--- src/rtl/wb_arb_nm_1s_if.sv ---
// Purpose : Wishbone B4 pipelined bundle for an N-master / 1-slave arbiter.
// Latency : n/a (signal container only).
// Backpr. : STALL/ACK/ERR travel back to masters, CYC/STB forward to the slave.
// Signal names use the arbiter's point of view: i_* are arbiter inputs and
// o_* are arbiter outputs. i_sl_* / o_sl_* face the NUM_M masters; i_m0_* /
// o_m0_* face the single slave. o_gnt is the registered one-hot grant.
// Modport slave is taken by the arbiter; modport master by whatever drives it.
interface wb_arb_nm_1s_if #(
    parameter int NUM_M = 3,
    parameter int ADR_W = 32,
    parameter int DAT_W = 32
);
    logic [NUM_M*ADR_W-1:0]   i_sl_adr;
    logic [NUM_M-1:0]         i_sl_cyc;
    logic [NUM_M-1:0]         i_sl_stb;
    logic [NUM_M-1:0]         i_sl_we;
    logic [NUM_M*DAT_W/8-1:0] i_sl_sel;
    logic [NUM_M*3-1:0]       i_sl_cti;
    logic [NUM_M*2-1:0]       i_sl_bte;
    logic [NUM_M*DAT_W-1:0]   i_sl_wr_dat;
    logic [NUM_M-1:0]         o_sl_stall;
    logic [NUM_M-1:0]         o_sl_ack;
    logic [NUM_M-1:0]         o_sl_err;
    logic [NUM_M*DAT_W-1:0]   o_sl_rd_dat;

    logic [ADR_W-1:0]         o_m0_adr;
    logic                     o_m0_cyc;
    logic                     o_m0_stb;
    logic                     o_m0_we;
    logic [DAT_W/8-1:0]       o_m0_sel;
    logic [2:0]               o_m0_cti;
    logic [1:0]               o_m0_bte;
    logic [DAT_W-1:0]         o_m0_wr_dat;
    logic                     i_m0_stall;
    logic                     i_m0_ack;
    logic                     i_m0_err;
    logic [DAT_W-1:0]         i_m0_rd_dat;

    logic [NUM_M-1:0]         o_gnt;

    modport slave (
        input  i_sl_adr, i_sl_cyc, i_sl_stb, i_sl_we, i_sl_sel, i_sl_cti, i_sl_bte, i_sl_wr_dat,
        output o_sl_stall, o_sl_ack, o_sl_err, o_sl_rd_dat,
        output o_m0_adr, o_m0_cyc, o_m0_stb, o_m0_we, o_m0_sel, o_m0_cti, o_m0_bte, o_m0_wr_dat,
        input  i_m0_stall, i_m0_ack, i_m0_err, i_m0_rd_dat,
        output o_gnt
    );

    modport master (
        output i_sl_adr, i_sl_cyc, i_sl_stb, i_sl_we, i_sl_sel, i_sl_cti, i_sl_bte, i_sl_wr_dat,
        input  o_sl_stall, o_sl_ack, o_sl_err, o_sl_rd_dat,
        input  o_m0_adr, o_m0_cyc, o_m0_stb, o_m0_we, o_m0_sel, o_m0_cti, o_m0_bte, o_m0_wr_dat,
        output i_m0_stall, i_m0_ack, i_m0_err, i_m0_rd_dat,
        input  o_gnt
    );
endinterface

--- src/rtl/wb_arb_nm_1s.sv ---
// Purpose : NUM_M-master to 1-slave Wishbone B4 pipelined arbiter with burst-hold grant and watchdog.
// Latency : 1 cycle request-to-grant; data/response paths are combinational through the grant mux.
// Backpr. : granted master sees slave STALL; non-granted masters see STALL = their own CYC.
// Ports   : i_clk, i_rst_async (async, high), i_rst_sync (sync, high), i_en (0 freezes grant,
//           pointer and watchdog), io_wb (bundle, see wb_arb_nm_1s_if).
module wb_arb_nm_1s #(
    parameter int NUM_M   = 3,
    parameter int ADR_W   = 32,
    parameter int DAT_W   = 32,
    parameter int RR_EN   = 1,
    parameter int TMO_CYC = 255
) (
    input  logic           i_clk,
    input  logic           i_rst_async,
    input  logic           i_rst_sync,
    input  logic           i_en,
    wb_arb_nm_1s_if.slave  io_wb
);
    localparam int                 SEL_W    = DAT_W / 8;
    localparam int                 PTR_W    = $clog2(NUM_M);
    localparam logic [PTR_W-1:0]   LAST_IDX = PTR_W'(NUM_M - 1);
    localparam logic [15:0]        TMO_LAST = 16'(TMO_CYC - 1);

    logic [NUM_M-1:0] r_gnt;
    logic [PTR_W-1:0] r_ptr;
    logic [15:0]      r_wdog;

    logic             w_any;
    logic             w_cur_cyc;
    logic             w_rearb;
    logic             w_found;
    logic             w_tmo;
    logic             w_wdog_clr;
    logic             w_m0_cyc;
    logic             w_m0_stb;
    logic [PTR_W-1:0] w_win;
    logic [PTR_W-1:0] w_ptr_nxt;
    logic [NUM_M-1:0] w_gnt_nxt;
    int               w_idx;

    assign w_any     = |io_wb.i_sl_cyc;
    // Owner still holding CYC; also 0 when idle, so idle and "owner released" both re-arbitrate.
    assign w_cur_cyc = |(r_gnt & io_wb.i_sl_cyc);
    assign w_rearb   = ~w_cur_cyc;

    // Winner search: start at the RR pointer (or at 0 for fixed priority) and wrap explicitly,
    // so non-power-of-2 NUM_M never indexes past the last master.
    always_comb begin
        w_win   = '0;
        w_found = 1'b0;
        w_idx   = 0;
        for (int j = 0; j < NUM_M; j++) begin
            w_idx = (RR_EN != 0) ? int'(r_ptr) + j : j;
            if (w_idx >= NUM_M) w_idx = w_idx - NUM_M;
            if (!w_found && io_wb.i_sl_cyc[w_idx[PTR_W-1:0]]) begin
                w_win   = w_idx[PTR_W-1:0];
                w_found = 1'b1;
            end
        end
    end

    assign w_ptr_nxt = (w_win == LAST_IDX) ? '0 : w_win + 1'b1;

    always_comb begin
        w_gnt_nxt = r_gnt;
        if (w_rearb) w_gnt_nxt = w_any ? (NUM_M'(1) << w_win) : '0;
    end

    // Timeout is a one-cycle pulse on the last allowed count; a same-cycle ACK/ERR from the
    // slave suppresses it. Gated by i_en so a frozen counter cannot keep re-firing.
    assign w_tmo = (TMO_CYC != 0) && i_en && w_cur_cyc && (r_wdog == TMO_LAST)
                   && !io_wb.i_m0_ack && !io_wb.i_m0_err;

    assign w_wdog_clr = (w_gnt_nxt != r_gnt) || io_wb.i_m0_ack || io_wb.i_m0_err
                        || !w_cur_cyc || w_tmo || (TMO_CYC == 0);

    always_ff @(posedge i_clk or posedge i_rst_async) begin
        if (i_rst_async) begin
            r_gnt  <= '0;
            r_ptr  <= '0;
            r_wdog <= '0;
        end else if (i_rst_sync) begin
            r_gnt  <= '0;
            r_ptr  <= '0;
            r_wdog <= '0;
        end else if (i_en) begin
            r_gnt <= w_gnt_nxt;
            if (w_rearb && w_any) r_ptr <= w_ptr_nxt;
            r_wdog <= w_wdog_clr ? '0 : r_wdog + 16'd1;
        end
    end

    // Grant mux: r_gnt is one-hot or zero, so at most one branch fires and idle leaves all zero.
    always_comb begin
        w_m0_cyc           = 1'b0;
        w_m0_stb           = 1'b0;
        io_wb.o_m0_adr     = '0;
        io_wb.o_m0_we      = 1'b0;
        io_wb.o_m0_sel     = '0;
        io_wb.o_m0_cti     = '0;
        io_wb.o_m0_bte     = '0;
        io_wb.o_m0_wr_dat  = '0;
        io_wb.o_sl_stall   = io_wb.i_sl_cyc;
        io_wb.o_sl_ack     = '0;
        io_wb.o_sl_err     = '0;
        io_wb.o_sl_rd_dat  = '0;
        for (int i = 0; i < NUM_M; i++) begin
            if (r_gnt[i]) begin
                w_m0_cyc          = io_wb.i_sl_cyc[i];
                w_m0_stb          = io_wb.i_sl_stb[i];
                io_wb.o_m0_adr    = io_wb.i_sl_adr[i*ADR_W +: ADR_W];
                io_wb.o_m0_we     = io_wb.i_sl_we[i];
                io_wb.o_m0_sel    = io_wb.i_sl_sel[i*SEL_W +: SEL_W];
                io_wb.o_m0_cti    = io_wb.i_sl_cti[i*3 +: 3];
                io_wb.o_m0_bte    = io_wb.i_sl_bte[i*2 +: 2];
                io_wb.o_m0_wr_dat = io_wb.i_sl_wr_dat[i*DAT_W +: DAT_W];
                io_wb.o_sl_stall[i] = io_wb.i_m0_stall;
                io_wb.o_sl_ack[i]   = io_wb.i_m0_ack;
                io_wb.o_sl_err[i]   = io_wb.i_m0_err | w_tmo;
                io_wb.o_sl_rd_dat[i*DAT_W +: DAT_W] = io_wb.i_m0_rd_dat;
            end
        end
    end

    // The timeout cycle drops the slave-side strobe so the hung transfer is abandoned.
    assign io_wb.o_m0_cyc = w_m0_cyc & ~w_tmo;
    assign io_wb.o_m0_stb = w_m0_stb & ~w_tmo;
    assign io_wb.o_gnt    = r_gnt;
endmodule

--- src/flat_wrapper.sv ---
// flat-port wrapper written by rule: the top's interface ports become plain ports
module wb_arb_nm_1s_flat 
#(
    parameter int NUM_M   = 3,
    parameter int ADR_W   = 32,
    parameter int DAT_W   = 32,
    parameter int RR_EN   = 1,
    parameter int TMO_CYC = 255
)
  (i_clk, i_rst_async, i_rst_sync, i_en, io_wb_i_sl_adr, io_wb_i_sl_cyc, io_wb_i_sl_stb, io_wb_i_sl_we, io_wb_i_sl_sel, io_wb_i_sl_cti, io_wb_i_sl_bte, io_wb_i_sl_wr_dat, io_wb_o_sl_stall, io_wb_o_sl_ack, io_wb_o_sl_err, io_wb_o_sl_rd_dat, io_wb_o_m0_adr, io_wb_o_m0_cyc, io_wb_o_m0_stb, io_wb_o_m0_we, io_wb_o_m0_sel, io_wb_o_m0_cti, io_wb_o_m0_bte, io_wb_o_m0_wr_dat, io_wb_i_m0_stall, io_wb_i_m0_ack, io_wb_i_m0_err, io_wb_i_m0_rd_dat, io_wb_o_gnt);
  wb_arb_nm_1s_if #(.NUM_M(NUM_M), .ADR_W(ADR_W), .DAT_W(DAT_W)) io_wb_i ();
  input  logic i_clk;
  input  logic i_rst_async;
  input  logic i_rst_sync;
  input  logic i_en;
  input wire logic [$bits(io_wb_i.i_sl_adr)-1:0] io_wb_i_sl_adr;
  input wire logic [$bits(io_wb_i.i_sl_cyc)-1:0] io_wb_i_sl_cyc;
  input wire logic [$bits(io_wb_i.i_sl_stb)-1:0] io_wb_i_sl_stb;
  input wire logic [$bits(io_wb_i.i_sl_we)-1:0] io_wb_i_sl_we;
  input wire logic [$bits(io_wb_i.i_sl_sel)-1:0] io_wb_i_sl_sel;
  input wire logic [$bits(io_wb_i.i_sl_cti)-1:0] io_wb_i_sl_cti;
  input wire logic [$bits(io_wb_i.i_sl_bte)-1:0] io_wb_i_sl_bte;
  input wire logic [$bits(io_wb_i.i_sl_wr_dat)-1:0] io_wb_i_sl_wr_dat;
  output wire logic [$bits(io_wb_i.o_sl_stall)-1:0] io_wb_o_sl_stall;
  output wire logic [$bits(io_wb_i.o_sl_ack)-1:0] io_wb_o_sl_ack;
  output wire logic [$bits(io_wb_i.o_sl_err)-1:0] io_wb_o_sl_err;
  output wire logic [$bits(io_wb_i.o_sl_rd_dat)-1:0] io_wb_o_sl_rd_dat;
  output wire logic [$bits(io_wb_i.o_m0_adr)-1:0] io_wb_o_m0_adr;
  output wire logic [$bits(io_wb_i.o_m0_cyc)-1:0] io_wb_o_m0_cyc;
  output wire logic [$bits(io_wb_i.o_m0_stb)-1:0] io_wb_o_m0_stb;
  output wire logic [$bits(io_wb_i.o_m0_we)-1:0] io_wb_o_m0_we;
  output wire logic [$bits(io_wb_i.o_m0_sel)-1:0] io_wb_o_m0_sel;
  output wire logic [$bits(io_wb_i.o_m0_cti)-1:0] io_wb_o_m0_cti;
  output wire logic [$bits(io_wb_i.o_m0_bte)-1:0] io_wb_o_m0_bte;
  output wire logic [$bits(io_wb_i.o_m0_wr_dat)-1:0] io_wb_o_m0_wr_dat;
  input wire logic [$bits(io_wb_i.i_m0_stall)-1:0] io_wb_i_m0_stall;
  input wire logic [$bits(io_wb_i.i_m0_ack)-1:0] io_wb_i_m0_ack;
  input wire logic [$bits(io_wb_i.i_m0_err)-1:0] io_wb_i_m0_err;
  input wire logic [$bits(io_wb_i.i_m0_rd_dat)-1:0] io_wb_i_m0_rd_dat;
  output wire logic [$bits(io_wb_i.o_gnt)-1:0] io_wb_o_gnt;
  assign io_wb_i.i_sl_adr = io_wb_i_sl_adr;
  assign io_wb_i.i_sl_cyc = io_wb_i_sl_cyc;
  assign io_wb_i.i_sl_stb = io_wb_i_sl_stb;
  assign io_wb_i.i_sl_we = io_wb_i_sl_we;
  assign io_wb_i.i_sl_sel = io_wb_i_sl_sel;
  assign io_wb_i.i_sl_cti = io_wb_i_sl_cti;
  assign io_wb_i.i_sl_bte = io_wb_i_sl_bte;
  assign io_wb_i.i_sl_wr_dat = io_wb_i_sl_wr_dat;
  assign io_wb_o_sl_stall = io_wb_i.o_sl_stall;
  assign io_wb_o_sl_ack = io_wb_i.o_sl_ack;
  assign io_wb_o_sl_err = io_wb_i.o_sl_err;
  assign io_wb_o_sl_rd_dat = io_wb_i.o_sl_rd_dat;
  assign io_wb_o_m0_adr = io_wb_i.o_m0_adr;
  assign io_wb_o_m0_cyc = io_wb_i.o_m0_cyc;
  assign io_wb_o_m0_stb = io_wb_i.o_m0_stb;
  assign io_wb_o_m0_we = io_wb_i.o_m0_we;
  assign io_wb_o_m0_sel = io_wb_i.o_m0_sel;
  assign io_wb_o_m0_cti = io_wb_i.o_m0_cti;
  assign io_wb_o_m0_bte = io_wb_i.o_m0_bte;
  assign io_wb_o_m0_wr_dat = io_wb_i.o_m0_wr_dat;
  assign io_wb_i.i_m0_stall = io_wb_i_m0_stall;
  assign io_wb_i.i_m0_ack = io_wb_i_m0_ack;
  assign io_wb_i.i_m0_err = io_wb_i_m0_err;
  assign io_wb_i.i_m0_rd_dat = io_wb_i_m0_rd_dat;
  assign io_wb_o_gnt = io_wb_i.o_gnt;
  wb_arb_nm_1s #(.NUM_M(NUM_M), .ADR_W(ADR_W), .DAT_W(DAT_W), .RR_EN(RR_EN), .TMO_CYC(TMO_CYC)) u_core (.i_clk(i_clk), .i_rst_async(i_rst_async), .i_rst_sync(i_rst_sync), .i_en(i_en), .io_wb(io_wb_i));
endmodule
--- config.mk ---
export PLATFORM = sky130hd
export DESIGN_NAME = wb_arb_nm_1s_flat
export DESIGN_NICKNAME = d
export VERILOG_FILES = /design/src/rtl/wb_arb_nm_1s_if.sv /design/src/rtl/wb_arb_nm_1s.sv /design/src/flat_wrapper.sv
export SDC_FILE = /design/constraint.sdc
export NUM_CORES = 1
export LEC_CHECK = 0
export BUFFER_PORTS_ARGS = -buffer_cell sky130_fd_sc_hd__buf_2
export CORE_AREA = 2 2 174 176
export DETAILED_ROUTE_END_ITERATION = 7
export DIE_AREA = 0 0 176 178
export PLACE_DENSITY = 0.47
export SLEW_MARGIN = 20
export SYNTH_ARGS = -nofsm -noshare
export SYNTH_HDL_FRONTEND = slang
export SYNTH_SLANG_ARGS = --single-unit
--- constraint.sdc ---
create_clock -name i_clk -period 3.2 [get_ports i_clk]
set_input_delay 0.64 -clock i_clk [delete_from_list [all_inputs] [get_ports i_clk]]
set_output_delay 0.64 -clock i_clk [all_outputs]
set_load 0.005 [all_outputs]
==> flow_metrics.py, run 1 <==
metrics = {
    "setup_path": {
        "cp.required_ps": 2560,
        "max_stage_delay_ps": 570,
        "crit_fanout": 6,
        "reg2reg_slack_ps": 940,
        "arrival_ps": 2320,
        "start_kind": "register",
        "reg2reg_depth": 5,
        "r2r_end": "u_core.r_wdog[8]$_DFFE_PP0P_",
        "cp-end-kind": "primary output",
        "worst-path-buf-inv": 3,
        "reg2reg_from": "u_core.io_wb.o_gnt[0]$_DFFE_PP0P_",
        "cp_cell_sequence": "inv_1 > ha_1 > or4b_2 > nor4_1 > buf_4 > nor3b_2 > nor2_1 > buf_2",
        "path_class": "reg -> out",
        "critical_path.top_delay_family": "simple AND/OR/NAND/NOR gates",
        "cpMaxStageDelayCell": "or4b_2",
    },
    "layout": {
        "fin_area_sq_mm": 0.00617,
        "drive_gt1_share_pct": 49.7,
        "syn_to_final_growth_pct": 81.3,
        "fillCellCount": 3384,
        "fin_nets": 1226,
        "fin_cells": 1347,
    },
    "sta": {
        "tightest_slew_ps": 862,
        "rsz0062_at_grt": "false",
        "hold_viol_final": 0,
        "tns_ps": 0,
        "period_minus_slack_ps": 2960,
        "clock_skew_ps": 2.40,
        "drv_slew": 0,
        "fmax_mhz": 338,
        "setup_viol": 0,
        "setup_slack_ps": 245,
        "finalCritPeriodShare_pct": 92.3,
        "max_slew_margin_pct": 42.5,
    },
    "placed_design": {
        "dp_hpwl_mm": 16.6,
        "dp.cells": 1338,
        "io_buffers": 450,
        "preCtsSetupSlack_ps": 333,
        "globalplace.congestion": 0.737,
        "place_area_sq_mm": 0.00607,
    },
    "clocking": {
        "cts_tree": "yes",
        "htreeDepth": 1,
        "clk_latency_ps": 250,
        "cts-root-buf": "clkbuf_16",
        "cts_sinks": 21,
        "cts_made_buffers": 3,
        "cts_buffer_depth": 2,
        "path_clk_slew_ps": 60,
    },
    "global_route": {
        "antenna_found_initial": 9,
        "grt_max_degree": 191,
        "grt_overflow_total": 0,
        "busiest_layer": "met2",
        "first_global_vias": 4677,
        "grt.total_usage_pct": 11.2,
        "grtUsageMet1_pct": 14.0,
        "grt_util_met2_pct": 20.6,
        "globalRouteMet3Util_pct": 1.79,
        "grt_pass1_wl_mm": 27.3,
    },
    "synth": {
        "synth.most_common_cell": "and2_1",
        "ys.flop_type": "dfrtp_1",
        "synth_enable_flop_cells": 0,
        "synthTopCellsByArea": "and2_1 (18%), a22oi_1 (17%), dfrtp_1 (15%), o21ai_0 (13%), nand2_1 (11%)",
        "netlist_top_cells_count": "and2_1 (100), nand2_1 (96), o21ai_0 (86)",
        "synth_top_area_cell": "and2_1",
        "yosys_warnings": 0,
        "synth.avg_cell_area_sq_um": 6.33,
        "synth_top_area_share_pct": 18.4,
        "synth_cell_type_count": 42,
        "synthCells": 538,
        "syn_area_sq_mm": 0.00340,
        "ys_seq_area_share_pct": 15.4,
        "syn_nets": 811,
        "ys_seq_elements": 21,
        "synth-async-reset-ratio_pct": 100,
    },
    "worst_hold_path": {
        "hold_depth": 1,
        "min_from": "u_core.r_wdog[15]$_DFFE_PP0P_",
        "hold_end": "u_core.r_wdog[15]$_DFFE_PP0P_",
        "hp-class": "reg -> reg",
    },
    "floorplan": {
        "ios": 451,
        "coreArea_sq_mm": 0.0294,
        "die_w_microns": 176,
        "initial_core_util_pct": 11.6,
        "rows": 63,
        "die_h_microns": 178,
        "die-area_sq_mm": 0.0313,
    },
    "pwr": {
        "power.density_mw_per_mm2": 251,
        "p_leak_nw": 3.24,
        "ir_drop_v": 0.000175,
    },
    "run_status": {
        "status": "finished clean",
    },
    "detailed_routing": {
        "ant_nets": 0,
        "viasPerCell": 4.06,
        "drc": 0,
        "first_pass_iters": 5,
        "vias": 5474,
        "wl_mm": 20.3,
        "detailedRoute.firstIterationViolations": 272,
        "wire_per_inst_microns": 15.1,
    },
    "flow_run": {
        "maxCapViolCount": 0,
    },
}
[metal layers]
metal / part of all wire, % / vias up / wire length (microns)
met5: 0.17 / - / 35
met4: 0.95 / 6 / 193
met3: 6.8 / 16 / 1390
met2: 51 / 235 / 10400
met1: 41 / 2478 / 8240
li1: - / 2739 / -
[sequential cells by signal, indices dropped and copies added, names as in the netlist]
name,flops
u_core.io_wb.o_gnt,3
u_core.r_ptr,2
u_core.r_wdog,16
[cells by family (layout without fill, tap and decap cells)]
family	Yosys count	in the layout	synth area share (%)
AND/OR/NAND/NOR	246	246	37.8
AO/OA/AOI/OAI	195	195	35.8
buffers and inverters	65	479	7.35
flip-flops	21	21	15.4
adder cells (fa/ha/maj)	6	6	2.21
multiplexers	3	3	0.919
XOR/XNOR	2	2	0.515
other	0	5	0
[worst register-to-register path, stage by stage (launching register included)]
cell and delay [ps]:
dfrtp_1 460, a222oi_1 170, or3b_4 430, or4_1 640, or3_1 390, o21ai_0 90
[how the worst max path moves through the flow]
stage,from,end,slack [ps],cells past startpoint
2_1_floorplan,u_core.r_wdog[0]$_DFFE_PP0P_,io_wb_o_m0_stb,640,6
3_3_place_gp,u_core.r_wdog[0]$_DFFE_PP0P_,io_wb_o_m0_stb,310,8
3_5_place_dp,u_core.r_wdog[0]$_DFFE_PP0P_,io_wb_o_m0_stb,330,8
4_1_cts,u_core.r_wdog[0]$_DFFE_PP0P_,io_wb_o_m0_stb,60,8
5_1_grt,u_core.r_wdog[0]$_DFFE_PP0P_,io_wb_o_m0_stb,50,8
6_report,u_core.r_wdog[0]$_DFFE_PP0P_,io_wb_o_m0_stb,240,8
[power breakdown]
part	switching [mW]	leakage [nW]	internal (mW)	total (mW)
Sequential	0.0106	0.288	0.275	0.285
Combinational	0.533	2.91	0.460	0.993
Clock	0.0995	0.0382	0.170	0.269
[layout make-up]
class	instances	area (sq um)	area share, %
clock buffer	4	78.8	1.28
multi-input combinational	452	2650	42.9
tap	390	488	7.91
sequential	21	533	8.64
timing repair buffer	461	2360	38.2
inverter	14	52.6	0.852
antenna	5	12.5	0.203
[repair_timing]
item,CTS,global route
hold endpoints to repair,0,0
setup endpoints to repair,0,2
hold buffers,0,0
setup buffers,0,0
resized for setup,0,1
[through the flow]
stage          power, mW  util (%)  hold WS [ps]
2_1_floorplan      0.726         -           445
3_3_place_gp        1.30      20.7           471
3_5_place_dp        1.30      20.7           477
4_1_cts             1.58      20.9           485
5_1_grt             1.68      21.0           519
6_report            1.55      21.0           486
[placed cells by master, fill, tap and decap left out, types with 2 or more instances in the layout]
cell	synthesis	final
a21oi_1	13	13
a22oi_1	76	76
a31oi_1	9	9
a41oi_1	3	3
and2_1	100	100
and4_1	2	2
buf_12	0	2
buf_2	5	450
buf_4	0	9
clkbuf_16	0	3
dfrtp_1	21	19
dfrtp_4	0	2
diode_2	0	5
ha_1	6	6
inv_1	14	14
mux2i_1	2	2
nand2_1	96	96
nand2b_1	2	2
nand3_1	11	11
nand3b_1	2	2
nand4_1	2	2
nor2_1	8	8
nor2b_1	5	4
nor3_1	2	2
o21ai_0	86	86
or3_1	4	4
or4_1	3	3
xor2_1	2	2
(Power assumes the default switching activity.)
==> inputs of run 2 (changes only) <==
--- a/config.mk
+++ b/config.mk
@@ -6,10 +6,12 @@
 export NUM_CORES = 1
 export LEC_CHECK = 0
 export BUFFER_PORTS_ARGS = -buffer_cell sky130_fd_sc_hd__buf_2
-export CORE_AREA = 2 2 174 176
+export CELL_PAD_IN_SITES_DETAIL_PLACEMENT = 0
+export CELL_PAD_IN_SITES_GLOBAL_PLACEMENT = 1
+export CORE_AREA = 2 2 173 175
 export DETAILED_ROUTE_END_ITERATION = 7
-export DIE_AREA = 0 0 176 178
-export PLACE_DENSITY = 0.47
+export DIE_AREA = 0 0 175 177
+export PLACE_DENSITY = 0.66
 export SLEW_MARGIN = 20
 export SYNTH_ARGS = -nofsm -noshare
 export SYNTH_HDL_FRONTEND = slang
==> run 2 against run 1 <==
  * Critical path depth fell by 1
  * Combinational power decreased by 0.5%
  * Global-route usage shrank 0.65 points
  * Via count shrank 0.37%
  * Hold slack gained 2.1 ps
  * Sequential share of layout area fell by 0.056 points
  * Total power decreased by 0.63%
==> flow_metrics.py, run 2 (synthesis gave the netlist of run 1 again) <==
metrics = {
    "run_status": {
        "status": "finished clean",
    },
    "layout": {
        "syn_to_final_growth_pct": 82.5,
        "fin_cells": 1351,
        "fillCellCount": 3351,
        "regMostFlops": "u_core.r_wdog",
        "fin_area_sq_mm": 0.00621,
        "largest_reg_flops": 16,
        "postLayoutCoreUtil_pct": 21.2,
        "fin_nets": 1232,
        "drive_gt1_share_pct": 50.1,
        "layout_commonest_cell": "buf_2",
        "mostFrequentLayoutCells": "buf_2 (450), and2_1 (100), nand2_1 (96)",
    },
    "global_route": {
        "grt_max_degree": 191,
        "grt_pass1_wl_mm": 26.5,
        "antenna_found_initial": 4,
        "grt.total_usage_pct": 10.5,
        "first_global_vias": 4632,
        "grt_overflow_total": 0,
    },
    "pwr": {
        "power.density_mw_per_mm2": 248,
        "p_total_mw": 1.54,
        "p_leak_nw": 3.27,
        "ir_drop_v": 0.000162,
    },
    "placed_design": {
        "globalplace.congestion": 0.781,
        "dp_hpwl_mm": 15.5,
        "io_buffers": 450,
        "dp.cells": 1344,
        "place_area_sq_mm": 0.00611,
        "preCtsSetupSlack_ps": 156,
    },
    "sta": {
        "tns_ps": 0,
        "finalCritPeriodShare_pct": 95.3,
        "drv_slew": 0,
        "whs_ps": 488,
        "hold_viol_final": 0,
        "setup_viol": 0,
        "rsz0062_at_grt": "false",
        "period_minus_slack_ps": 3050,
        "max_slew_margin_pct": 43.3,
        "fmax_mhz": 328,
        "clock_skew_ps": 4.89,
        "setup_slack_ps": 152,
        "tightest_slew_ps": 849,
    },
    "setup_path": {
        "path_class": "reg -> out",
        "arrival_ps": 2410,
        "critical_path.top_delay_family": "simple AND/OR/NAND/NOR gates",
        "cp.required_ps": 2560,
        "reg2reg_slack_ps": 760,
        "r2r_end": "u_core.r_wdog[11]$_DFFE_PP0P_",
        "worst-path-buf-inv": 2,
        "max_stage_delay_ps": 600,
        "reg2reg_depth": 9,
        "cpMaxStageDelayCell": "or4b_2",
        "crit_fanout": 6,
        "reg2reg_from": "u_core.r_wdog[0]$_DFFE_PP0P_",
        "cp_cell_sequence": "inv_1 > ha_1 > or4b_2 > nor4_2 > nor3b_4 > nor3_1 > buf_2",
        "startpoint": "u_core.r_wdog[0]$_DFFE_PP0P_",
        "start_kind": "register",
        "cp.depth": 7,
        "cp-end-kind": "primary output",
    },
    "clocking": {
        "clk_latency_ps": 250,
        "cts_buffer_depth": 2,
        "cts_made_buffers": 3,
        "cts-root-buf": "clkbuf_16",
        "path_clk_slew_ps": 60,
        "post_cts_buffers": 0,
        "cts_sinks": 21,
        "cts_tree": "yes",
        "htreeDepth": 1,
    },
    "floorplan": {
        "coreArea_sq_mm": 0.0292,
        "die_h_microns": 177,
        "ios": 451,
        "die_w_microns": 175,
        "die-area_sq_mm": 0.0310,
        "initial_core_util_pct": 11.6,
        "rows": 63,
    },
    "detailed_routing": {
        "vias": 5454,
        "viasPerCell": 4.04,
        "wire_per_inst_microns": 14.0,
        "detailedRoute.firstIterationViolations": 272,
        "wl_mm": 19.0,
        "first_pass_iters": 5,
        "drc": 0,
        "ant_nets": 0,
    },
    "worst_hold_path": {
        "hold_depth": 1,
        "hp-class": "reg -> reg",
        "min_from": "u_core.r_wdog[15]$_DFFE_PP0P_",
        "hold_end": "u_core.r_wdog[15]$_DFFE_PP0P_",
    },
    "flow_run": {
        "maxCapViolCount": 0,
    },
}
run 2: worst max-delay path by stage:
| stage | end |
|---|---|
| after floorplan | io_wb_o_m0_stb |
| after global placement | io_wb_o_m0_cyc |
| after detailed placement | io_wb_o_m0_cyc |
| after CTS | io_wb_o_m0_cyc |
| after global routing | io_wb_o_sl_err[0] |
| final | io_wb_o_m0_cyc |
run 2: layout make-up:
cell class	count	area [sq um]	share of cell area, %
inverters	14	52.6	0.846
clock buffers	4	78.8	1.27
flip-flops and latches	21	533	8.58
repair buffers	467	2390	38.5
multi-input cells	452	2660	42.8
diodes	3	7.51	0.121
well taps	390	488	7.86
run 2: layer usage:
metal | vias to the layer above | global-route usage [%] | wire length [microns]
li1 | 2755 | - | -
met1 | 2463 | 14.3 | 8290
met2 | 224 | 18.3 | 9350
met3 | 10 | 1.37 | 1140
met4 | 2 | 1.11 | 157
met5 | - | 0 | 13
run 2: timing repair:
action,in CTS,in global routing
hold buffers,0,0
hold endpoints to repair,0,0
setup endpoints to repair,2,2
resized for setup,1,2
run 2: where the power goes:
group	leakage [nW]	switching, mW	internal, mW
combinational	2.95	0.515	0.473
clock	0.0382	0.0968	0.170
sequential	0.288	0.00870	0.275
==> inputs of run 3 (changes only) <==
--- a/config.mk
+++ b/config.mk
@@ -12,6 +12,8 @@
 export DETAILED_ROUTE_END_ITERATION = 7
 export DIE_AREA = 0 0 175 177
 export PLACE_DENSITY = 0.66
+export REMOVE_ABC_BUFFERS = 1
+export SKIP_CTS_REPAIR_TIMING = 1
 export SLEW_MARGIN = 20
 export SYNTH_ARGS = -nofsm -noshare
 export SYNTH_HDL_FRONTEND = slang
==> run 3 against run 2 <==
  * Clock power about the same
  * Sequential share of layout area about the same
  * Clock skew decreased by 2.7 ps
  * Die area unchanged
  * Hold slack got worse by 1.5 ps
  * Register-to-register slack improved by 110 ps
  * Critical path type unchanged
  * Highest routed layer unchanged
==> flow_metrics.py, run 3 (synthesis gave the netlist of run 1 again) <==
metrics = {
    "setup_path": {
        "arrival_ps": 2450,
        "path_class": "reg -> out",
        "cp_cell_sequence": "inv_1 > ha_1 > or4b_2 > nor4_1 > buf_4 > nor3b_2 > buf_4 > nor3_1 > buf_2",
        "cpMaxStageDelayCell": "or4b_2",
        "start_kind": "register",
        "crit_fanout": 6,
        "reg2reg_slack_ps": 870,
        "max_stage_delay_ps": 580,
        "reg2reg_depth": 9,
        "reg2reg_from": "u_core.r_wdog[0]$_DFFE_PP0P_",
        "r2r_end": "u_core.r_wdog[11]$_DFFE_PP0P_",
        "endpoint": "io_wb_o_m0_cyc",
        "startpoint": "u_core.r_wdog[0]$_DFFE_PP0P_",
        "cp.required_ps": 2560,
        "crit_top_cell": "buf_4",
        "cp-end-kind": "primary output",
    },
    "clocking": {
        "cts_sinks": 21,
        "cts-root-buf": "clkbuf_16",
        "htreeDepth": 1,
        "clk_latency_ps": 250,
        "cts_made_buffers": 3,
        "cts_buffer_depth": 2,
        "path_clk_slew_ps": 60,
        "cts_tree": "yes",
    },
    "placed_design": {
        "dp.cells": 1339,
        "preCtsSetupSlack_ps": 306,
        "globalplace.congestion": 0.788,
        "dp_hpwl_mm": 18.7,
        "io_buffers": 450,
    },
    "layout": {
        "drive_gt1_share_pct": 49.7,
        "fin_nets": 1227,
        "largest_reg_flops": 16,
        "fin_cells": 1345,
        "postLayoutCoreUtil_pct": 21.1,
        "layout_commonest_cell": "buf_2",
        "fillCellCount": 3398,
        "mostFrequentLayoutCells": "buf_2 (450), and2_1 (100), nand2_1 (96)",
        "regMostFlops": "u_core.r_wdog",
        "syn_to_final_growth_pct": 81.7,
    },
    "floorplan": {
        "ios": 451,
        "die_w_microns": 175,
        "rows": 63,
        "die_h_microns": 177,
        "coreArea_sq_mm": 0.0292,
        "initial_core_util_pct": 11.6,
        "die-area_sq_mm": 0.0310,
    },
    "sta": {
        "whs_ps": 486,
        "tightest_slew_ps": 874,
        "drv_slew": 0,
        "hold_viol_final": 0,
        "max_slew_margin_pct": 41.6,
        "setup_slack_ps": 114,
        "period_minus_slack_ps": 3090,
        "fmax_mhz": 324,
        "clock_skew_ps": 2.16,
        "finalCritPeriodShare_pct": 96.4,
        "setup_viol": 0,
    },
    "detailed_routing": {
        "viasPerCell": 4.13,
        "detailedRoute.firstIterationViolations": 300,
        "vias": 5550,
        "wl_mm": 22.3,
        "first_pass_iters": 4,
        "wire_per_inst_microns": 16.6,
        "drc": 0,
        "ant_nets": 0,
    },
    "global_route": {
        "grt.total_usage_pct": 12.7,
        "grt_overflow_total": 0,
        "antenna_found_initial": 6,
        "grt_pass1_wl_mm": 30.6,
        "grt_max_degree": 108,
        "first_global_vias": 5001,
    },
    "pwr": {
        "p_total_mw": 1.59,
        "power.density_mw_per_mm2": 257,
        "ir_drop_v": 0.000235,
        "p_leak_nw": 3.24,
    },
    "flow_run": {
        "maxCapViolCount": 0,
    },
    "worst_hold_path": {
        "hp-class": "reg -> reg",
    },
    "run_status": {
        "status": "finished clean",
    },
}
## run 3: cell count changes in the layout (fill, tap and decap cells not counted)
cell     change
buf_4        -7
buf_12       +2
diode_2      -1
nor3b_2      +1
nor3b_4      -1
nor4_1       +1
nor4_2       -1
## run 3: critical path, delay by kind of cell, from the launching register on
family	cells	cell delay [ps]
fa+ha+maj	1	140
buf+inv	4	520
flops	1	430
simple gates	4	1100
## run 3: power breakdown
| group | total (mW) | internal (mW) | switching (mW) |
|---|---|---|---|
| Clock | 0.269 | 0.170 | 0.0995 |
| Sequential | 0.288 | 0.275 | 0.0132 |
| Combinational | 1.03 | 0.466 | 0.565 |
## run 3: stage by stage
step	instance area, sq um	setup TNS, ps
detailed placement	6090	0
CTS	6170	0
global placement	6090	0
finish	6180	0
global route	6180	-29.1
floorplan	3210	-196360
## run 3: final cells by class
| type | instances | area, sq um | share of cell area, % |
|---|---|---|---|
| diodes | 2 | 5.00 | 0.0809 |
| well taps | 390 | 488 | 7.89 |
| inverters | 14 | 52.6 | 0.850 |
| repair buffers | 462 | 2380 | 38.5 |
| multi-input cells | 452 | 2650 | 42.8 |
| clock buffers | 4 | 78.8 | 1.27 |
| flip-flops and latches | 21 | 533 | 8.62 |
## run 3: worst min-delay path by stage
stage / startpoint / endpoint / cells past startpoint
global route: u_core.r_wdog[15]$_DFFE_PP0P_ / u_core.r_wdog[15]$_DFFE_PP0P_ / 1
global placement: u_core.r_wdog[5]$_DFFE_PP0P_ / u_core.r_wdog[5]$_DFFE_PP0P_ / 1
CTS: u_core.r_wdog[5]$_DFFE_PP0P_ / u_core.r_wdog[5]$_DFFE_PP0P_ / 1
floorplan: u_core.r_wdog[15]$_DFFE_PP0P_ / u_core.r_wdog[15]$_DFFE_PP0P_ / 1
finish: u_core.r_wdog[5]$_DFFE_PP0P_ / u_core.r_wdog[5]$_DFFE_PP0P_ / 1
detailed placement: u_core.r_wdog[5]$_DFFE_PP0P_ / u_core.r_wdog[5]$_DFFE_PP0P_ / 1
## run 3: routing by layer
layer | GRT usage (%) | routed length [microns]
met3 | 2.79 | 1630
met1 | 16.3 | 9340
met4 | 1.70 | 317
met5 | 0 | 46
met2 | 22.4 | 11000
